==> config.mk <==
export PLATFORM = sky130hd
export DESIGN_NAME = frame_buffer_write_ctrl
export DESIGN_NICKNAME = d
export VERILOG_FILES = /design/src/rtl/frame_buffer_write_ctrl.sv
export SDC_FILE = /design/constraint.sdc
export NUM_CORES = 1
export LEC_CHECK = 0
export CORE_MARGIN = 5
export CORE_UTILIZATION = 57
export DETAILED_ROUTE_END_ITERATION = 12
export GPL_TIMING_DRIVEN = 0
export PLACE_DENSITY = 0.82
export SLEW_MARGIN = 20
export SYNTH_ARGS = -nofsm -noshare
export SYNTH_HDL_FRONTEND = slang
export SYNTH_SLANG_ARGS = --single-unit
==> constraint.sdc <==
create_clock -name clk -period 5.3 [get_ports clk]
set_input_delay 0.795 -clock clk [delete_from_list [all_inputs] [get_ports clk]]
set_output_delay 0.795 -clock clk [all_outputs]
set_load 0.05 [all_outputs]
==> src/rtl/frame_buffer_write_ctrl.sv <==
// Frame buffer write-side controller: packs an 8-bit raster stream into
// memory words and walks a stride-based word address across the frame.
module frame_buffer_write_ctrl #(
    parameter int MEM_WIDTH  = 64,
    parameter int DIM_WIDTH  = 12,
    parameter int ADDR_WIDTH = 24
) (
    input  logic                  clk,
    input  logic                  rst,
    input  logic                  setup_frame,
    input  logic [DIM_WIDTH-1:0]  stride_in,
    input  logic [DIM_WIDTH-1:0]  width_in,
    input  logic [DIM_WIDTH-1:0]  height_in,
    input  logic                  pix_valid,
    input  logic [7:0]            pix_data,
    output logic                  pix_ready,
    output logic                  mem_wr_en,
    output logic [ADDR_WIDTH-1:0] mem_wr_addr,
    output logic [MEM_WIDTH-1:0]  mem_wr_data,
    input  logic                  mem_wr_ready,
    output logic                  busy,
    output logic                  frame_done
);

    localparam int BYTES = MEM_WIDTH / 8;
    localparam int SH    = $clog2(BYTES);
    localparam int BW    = (SH > 0) ? SH : 1;

    typedef enum logic [1:0] {
        IDLE  = 2'd0,
        FILL  = 2'd1,
        WRITE = 2'd2,
        DONE  = 2'd3
    } state_t;

    state_t                state_q, state_d;
    logic [DIM_WIDTH-1:0]  stride_q, stride_d;
    logic [DIM_WIDTH-1:0]  width_q, width_d;
    logic [DIM_WIDTH-1:0]  height_q, height_d;
    logic [DIM_WIDTH-1:0]  line_q, line_d;
    logic [DIM_WIDTH-1:0]  col_q, col_d;
    logic [ADDR_WIDTH-1:0] line_base_q, line_base_d;
    logic [BW-1:0]         byte_idx_q, byte_idx_d;
    logic [MEM_WIDTH-1:0]  word_q, word_d;
    logic [ADDR_WIDTH-1:0] addr_q, addr_d;
    logic                  pix_ready_q, pix_ready_d;
    logic                  wr_en_q, wr_en_d;
    logic                  busy_q, busy_d;
    logic                  done_q, done_d;

    logic [DIM_WIDTH:0]    col_next;
    logic [DIM_WIDTH:0]    line_next;
    logic [ADDR_WIDTH-1:0] line_step;
    logic [ADDR_WIDTH-1:0] col_word;
    logic                  pix_fire;

    assign col_next  = {1'b0, col_q} + (DIM_WIDTH+1)'(BYTES);
    assign line_next = {1'b0, line_q} + 1'b1;
    assign line_step = ADDR_WIDTH'(stride_q >> SH);
    assign col_word  = ADDR_WIDTH'(col_q >> SH);
    assign pix_fire  = pix_valid && pix_ready_q;

    // Next-state, datapath and registered-output computation
    always_comb begin
        state_d     = state_q;
        stride_d    = stride_q;
        width_d     = width_q;
        height_d    = height_q;
        line_d      = line_q;
        col_d       = col_q;
        line_base_d = line_base_q;
        byte_idx_d  = byte_idx_q;
        word_d      = word_q;
        addr_d      = addr_q;
        unique case (state_q)
            IDLE: begin
                if (setup_frame && (width_in != '0) && (height_in != '0)) begin
                    stride_d    = stride_in;
                    width_d     = width_in;
                    height_d    = height_in;
                    line_d      = '0;
                    col_d       = '0;
                    line_base_d = '0;
                    byte_idx_d  = '0;
                    state_d     = FILL;
                end
            end
            FILL: begin
                if (pix_fire) begin
                    for (int k = 0; k < BYTES; k++) begin
                        if (byte_idx_q == BW'(k)) begin
                            word_d[8*k +: 8] = pix_data;
                        end
                    end
                    if (byte_idx_q == BW'(BYTES - 1)) begin
                        byte_idx_d = '0;
                        addr_d     = line_base_q + col_word;
                        state_d    = WRITE;
                    end else begin
                        byte_idx_d = byte_idx_q + 1'b1;
                    end
                end
            end
            WRITE: begin
                if (mem_wr_ready) begin
                    if (col_next == {1'b0, width_q}) begin
                        col_d       = '0;
                        line_d      = line_next[DIM_WIDTH-1:0];
                        line_base_d = line_base_q + line_step;
                        if (line_next == {1'b0, height_q}) begin
                            state_d = DONE;
                        end else begin
                            state_d = FILL;
                        end
                    end else begin
                        col_d   = col_next[DIM_WIDTH-1:0];
                        state_d = FILL;
                    end
                end
            end
            DONE: begin
                state_d = IDLE;
            end
            default: begin
                state_d = IDLE;
            end
        endcase
        pix_ready_d = (state_d == FILL);
        wr_en_d     = (state_d == WRITE);
        busy_d      = (state_d == FILL) || (state_d == WRITE);
        done_d      = (state_d == DONE);
    end

    // State, counters and outputs register with synchronous reset
    always_ff @(posedge clk) begin
        if (rst) begin
            state_q     <= IDLE;
            stride_q    <= '0;
            width_q     <= '0;
            height_q    <= '0;
            line_q      <= '0;
            col_q       <= '0;
            line_base_q <= '0;
            byte_idx_q  <= '0;
            word_q      <= '0;
            addr_q      <= '0;
            pix_ready_q <= 1'b0;
            wr_en_q     <= 1'b0;
            busy_q      <= 1'b0;
            done_q      <= 1'b0;
        end else begin
            state_q     <= state_d;
            stride_q    <= stride_d;
            width_q     <= width_d;
            height_q    <= height_d;
            line_q      <= line_d;
            col_q       <= col_d;
            line_base_q <= line_base_d;
            byte_idx_q  <= byte_idx_d;
            word_q      <= word_d;
            addr_q      <= addr_d;
            pix_ready_q <= pix_ready_d;
            wr_en_q     <= wr_en_d;
            busy_q      <= busy_d;
            done_q      <= done_d;
        end
    end

    assign pix_ready   = pix_ready_q;
    assign mem_wr_en   = wr_en_q;
    assign mem_wr_addr = addr_q;
    assign mem_wr_data = word_q;
    assign busy        = busy_q;
    assign frame_done  = done_q;

endmodule

==> key figures <==
Outcome
  – Status: complete, no violations

Yosys
  – Synth Warn #: 0
  – Synth Area in Adders: 0.04906
  – Post-Synth XOR/XNOR Area: 0.08531
  – Mux contribution to synthesized area: 0.03413
  – Post-synth EDFFs: 0
  – Post-synth top area share: 0.4266
  – Post-Syn Nets: 1,074
  – Netlist cell types: 53
  – Post-Syn Area per Cell: 8.262 µm²
  – Synth area leaders: dfxtp_1 43%, nand2_1 8.5%, a21oi_1 7.7%
  – Post-synth ARST share: 0
  – Post-synthesis register bit count: 175
  – Area leader, netlist: dfxtp_1
  – Compound-Gate Fraction of Synth Area: 0.1347
  – Largest family of logic cells by synthesized area: simple AND/OR/NAND/NOR gates
  – Sequential-to-total area share from yosys stat: 0.4266
  – Mapped Area: 0.008213 mm²
  – Cells after Synth: 994
  – Synth Flop Type: dfxtp_1
  – Synth Area in Simple Gates: 0.2279

Layout
  – Share of cells above drive strength 1: 0.04679
  – Fill count: 1,097
  – Area grow syn2layout: 25.49%
  – Antenna diodes: 0
  – Post-layout util: 0.7368
  – NumNets Final: 1,221
  – Final Cell Area: 0.01031 mm²

Global route
  – First-pass GRT wire length: 34,730 µm
  – Initial antenna violation count: 0
  – Number of global-route vias before repair: 7,193
  – Largest net degree at the start of global routing: 17
  – Total track usage: 0.2576
  – Remaining global-route overflow: 0

Power and ir drop
  – Power Dens Cells: 272.7 mW/mm²
  – Worst vdd ir: 0.1867 mV
  – Leak: 3.782 nW
  – Overall Power: 0.002811 W

Setup path
  – R2R cell count: 11
  – Crit path cell chain: ha_1 > buf_2 > nand3_1 > or2_2 > a211oi_2 > nor3_2 > o41ai_4 > buf_2 > nand3_1 > xor2_1 > nor2_1
  – Crit path DAT: 3.69 ns
  – Worst setup path start: col_q[4]
  – Worst path required time: 5.60 ns
  – Flop2flop setup slack: 1.91 ns
  – Worst R2R End: line_base_q[23]
  – CP endpoint kind: flop
  – WS Path Type: flop to flop
  – Critical path endpoint: line_base_q[23]
  – Critical path's slowest cell: o41ai_4
  – CP Launch Type: flop
  – R2r startpoint: col_q[4]
  – Crit path largest cell delay: 0.69 ns
  – Worst Path Max Fanout: 10

Timing
  – Worst-margin pin slew: 0.9349 ns
  – Fin crit share: 0.6405
  – Final Critical Period: 3.395 ns
  – Final setup fails: 0
  – Fin. Hold Viols: 0
  – Max Fclk: 0.2946 GHz
  – RSZ-0062 raised after global routing: false
  – Post-route setup TNS: 0 ns
  – Hold slack: 0.4537 ns
  – Pins over their slew limit: 0
  – Fin Clk Skew: 0.007163 ns
  – Max-Slew Margin vs Limit: 0.3726

Clock tree
  – Clock slew at reported path FFs: 0.06 ns
  – PostCTS Resize Cnt: 0
  – CTS tree: done
  – Clock latency on the worst-skew pair: 0.43 ns
  – Post-CTS Setup Repair Bufs: 0
  – Num CTS Buffers: 17
  – # clock sinks: 175
  – Root Buffer: clkbuf_16
  – Max Root-Sink Buffers: 2
  – CTS Hold Bufs: 0
  – H-tree depth: 4

Drt
  – Post-DR vias/cell: 5.693
  – Drt pass-1 iters: 5
  – Via count: 7,594
  – 1st-iter DRT viols: 598
  – Post-route DRC: 0
  – DRT antenna net count: 0
  – Total Wirelength: 22,030 µm
  – Average wire per standard cell: 16.51 µm

Placed design
  – GP Congestion: 0.9212
  – Post-DP Area: 0.009719 mm²
  – Port Buffers: 128
  – DP HPWL: 16,170 µm

Floorplanning
  – I/O pin count: 141
  – Rows: 43
  – Die Area: 0.01691 mm²
  – Core area: 0.01399 mm²
  – Die Ht: 130.0 µm
  – Die span in x: 130.0 µm
  – Initial Utilization: 0.5871

Hold path
  – Worst hold path type: flop to flop

Job
  – Maxcap violations: 0
[per-layer routing]
layer  wire length (µm)  part of all wire  GRT usage
met5                  0                 0          0
met4                585             0.027     0.1057
met3               1612             0.073    0.05567
met2              10500              0.48     0.4276
met1               9333              0.42     0.3260
[layout by cell type (no fill, tap or decap), drive strengths merged, types with 6 or more instances in the layout]
master and count:
mux2i 28, dfxtp 175, nand3 61, nand2b 6
clkdlybuf4s50 128, ha 29, nor4 10, or3 7
nor2b 10, o21ai 33, buf 16, a31oi 6
and3 13, clkbuf 74, nand2 185, xnor2 39
nor2 64, o211ai 6, inv 15, nand4 12
and2 6, a21oi 127, nor3 13, xor2 41
[area by class of cell]
type                    instances  area [µm²]  share of cell area
clock buffers                  23       478.0             0.04638
inverters                      15       56.30            0.005463
well taps                     180       225.2             0.02185
flip-flops and latches        175        3503              0.3399
plain buffers                  67       291.5             0.02829
clock inverters                 9       108.9             0.01056
repair buffers                128        1281              0.1243
multi-input cells             737        4362              0.4232
[sequential cells by signal (all words and copies together), names as in the netlist]
name,flops
mem_wr_data,64
line_base_q,24
mem_wr_addr,24
height_q,12
line_q,12
width_q,12
col_q,9
stride_q,9
byte_idx_q,3
state_q,2
busy,1
frame_done,1
mem_wr_en,1
pix_ready,1
[cells by family after synthesis]
| group | Yosys count |
|---|---|
| xor gates and xnor gates | 80 |
| AOI/OAI and AO/OA | 196 |
| muxes | 28 |
| and+or+nand+nor | 402 |
| adders and majority gates | 31 |
| DFF | 175 |
| buffers and inverters | 82 |
[through the flow]
stage / setup WS [ns] / instances
finish: 1.905 / 1334
global route: 1.710 / 1334
CTS: 1.961 / 1334
detailed placement: 1.607 / 1302
global placement: 1.648 / 1302
floorplan: 2.622 / 994
[critical path, delay by kind of cell, from the launching register on]
kind | cells | cell delay (ns)
buf+inv | 2 | 0.57
xor+xnor | 1 | 0.18
flops | 1 | 0.49
fa+ha+maj | 1 | 0.20
compound gates | 2 | 0.92
simple gates | 5 | 0.89
[Yosys cell counts, types with 3 or more instances]
cell / n
clkbuf_1: 50
buf_1: 3
a21o_1: 4
nand2_1: 185
nand4_1: 11
nand2b_1: 6
nor4_1: 8
ha_1: 29
or3_1: 7
nor2_1: 64
or4_1: 4
nor3_1: 12
a31oi_1: 6
and2_1: 6
buf_2: 4
a21oi_1: 127
xnor2_1: 39
nor2b_1: 10
o21ai_0: 31
and3_1: 13
xor2_1: 41
o21a_1: 3
nand3_1: 61
o211ai_1: 6
buf_4: 9
mux2i_1: 28
inv_1: 15
dfxtp_1: 175
[worst min path at each step]
stage                     from               to  slack, ns  depth (start not counted)
2_1_floorplan     stride_q[10]     stride_q[10]       0.44                          2
3_3_place_gp    mem_wr_data[8]   mem_wr_data[8]       0.44                          2
3_5_place_dp    mem_wr_addr[4]   mem_wr_addr[4]       0.44                          2
4_1_cts        mem_wr_data[15]  mem_wr_data[15]       0.45                          2
5_1_grt        mem_wr_data[44]  mem_wr_data[44]       0.47                          2
6_report        mem_wr_addr[9]   mem_wr_addr[9]       0.45                          2
[where the power goes]
group	switching [W]	leakage [nW]	total, W	internal [W]
registers	0.0000183	1.42	0.00135	0.00134
clock network	0.000518	0.275	0.00125	0.000731
logic	0.000126	2.09	0.000208	0.0000819
total	0.000662	3.78	0.00281	0.00215
No activity file was read; power rests on OpenSTA's default activity.
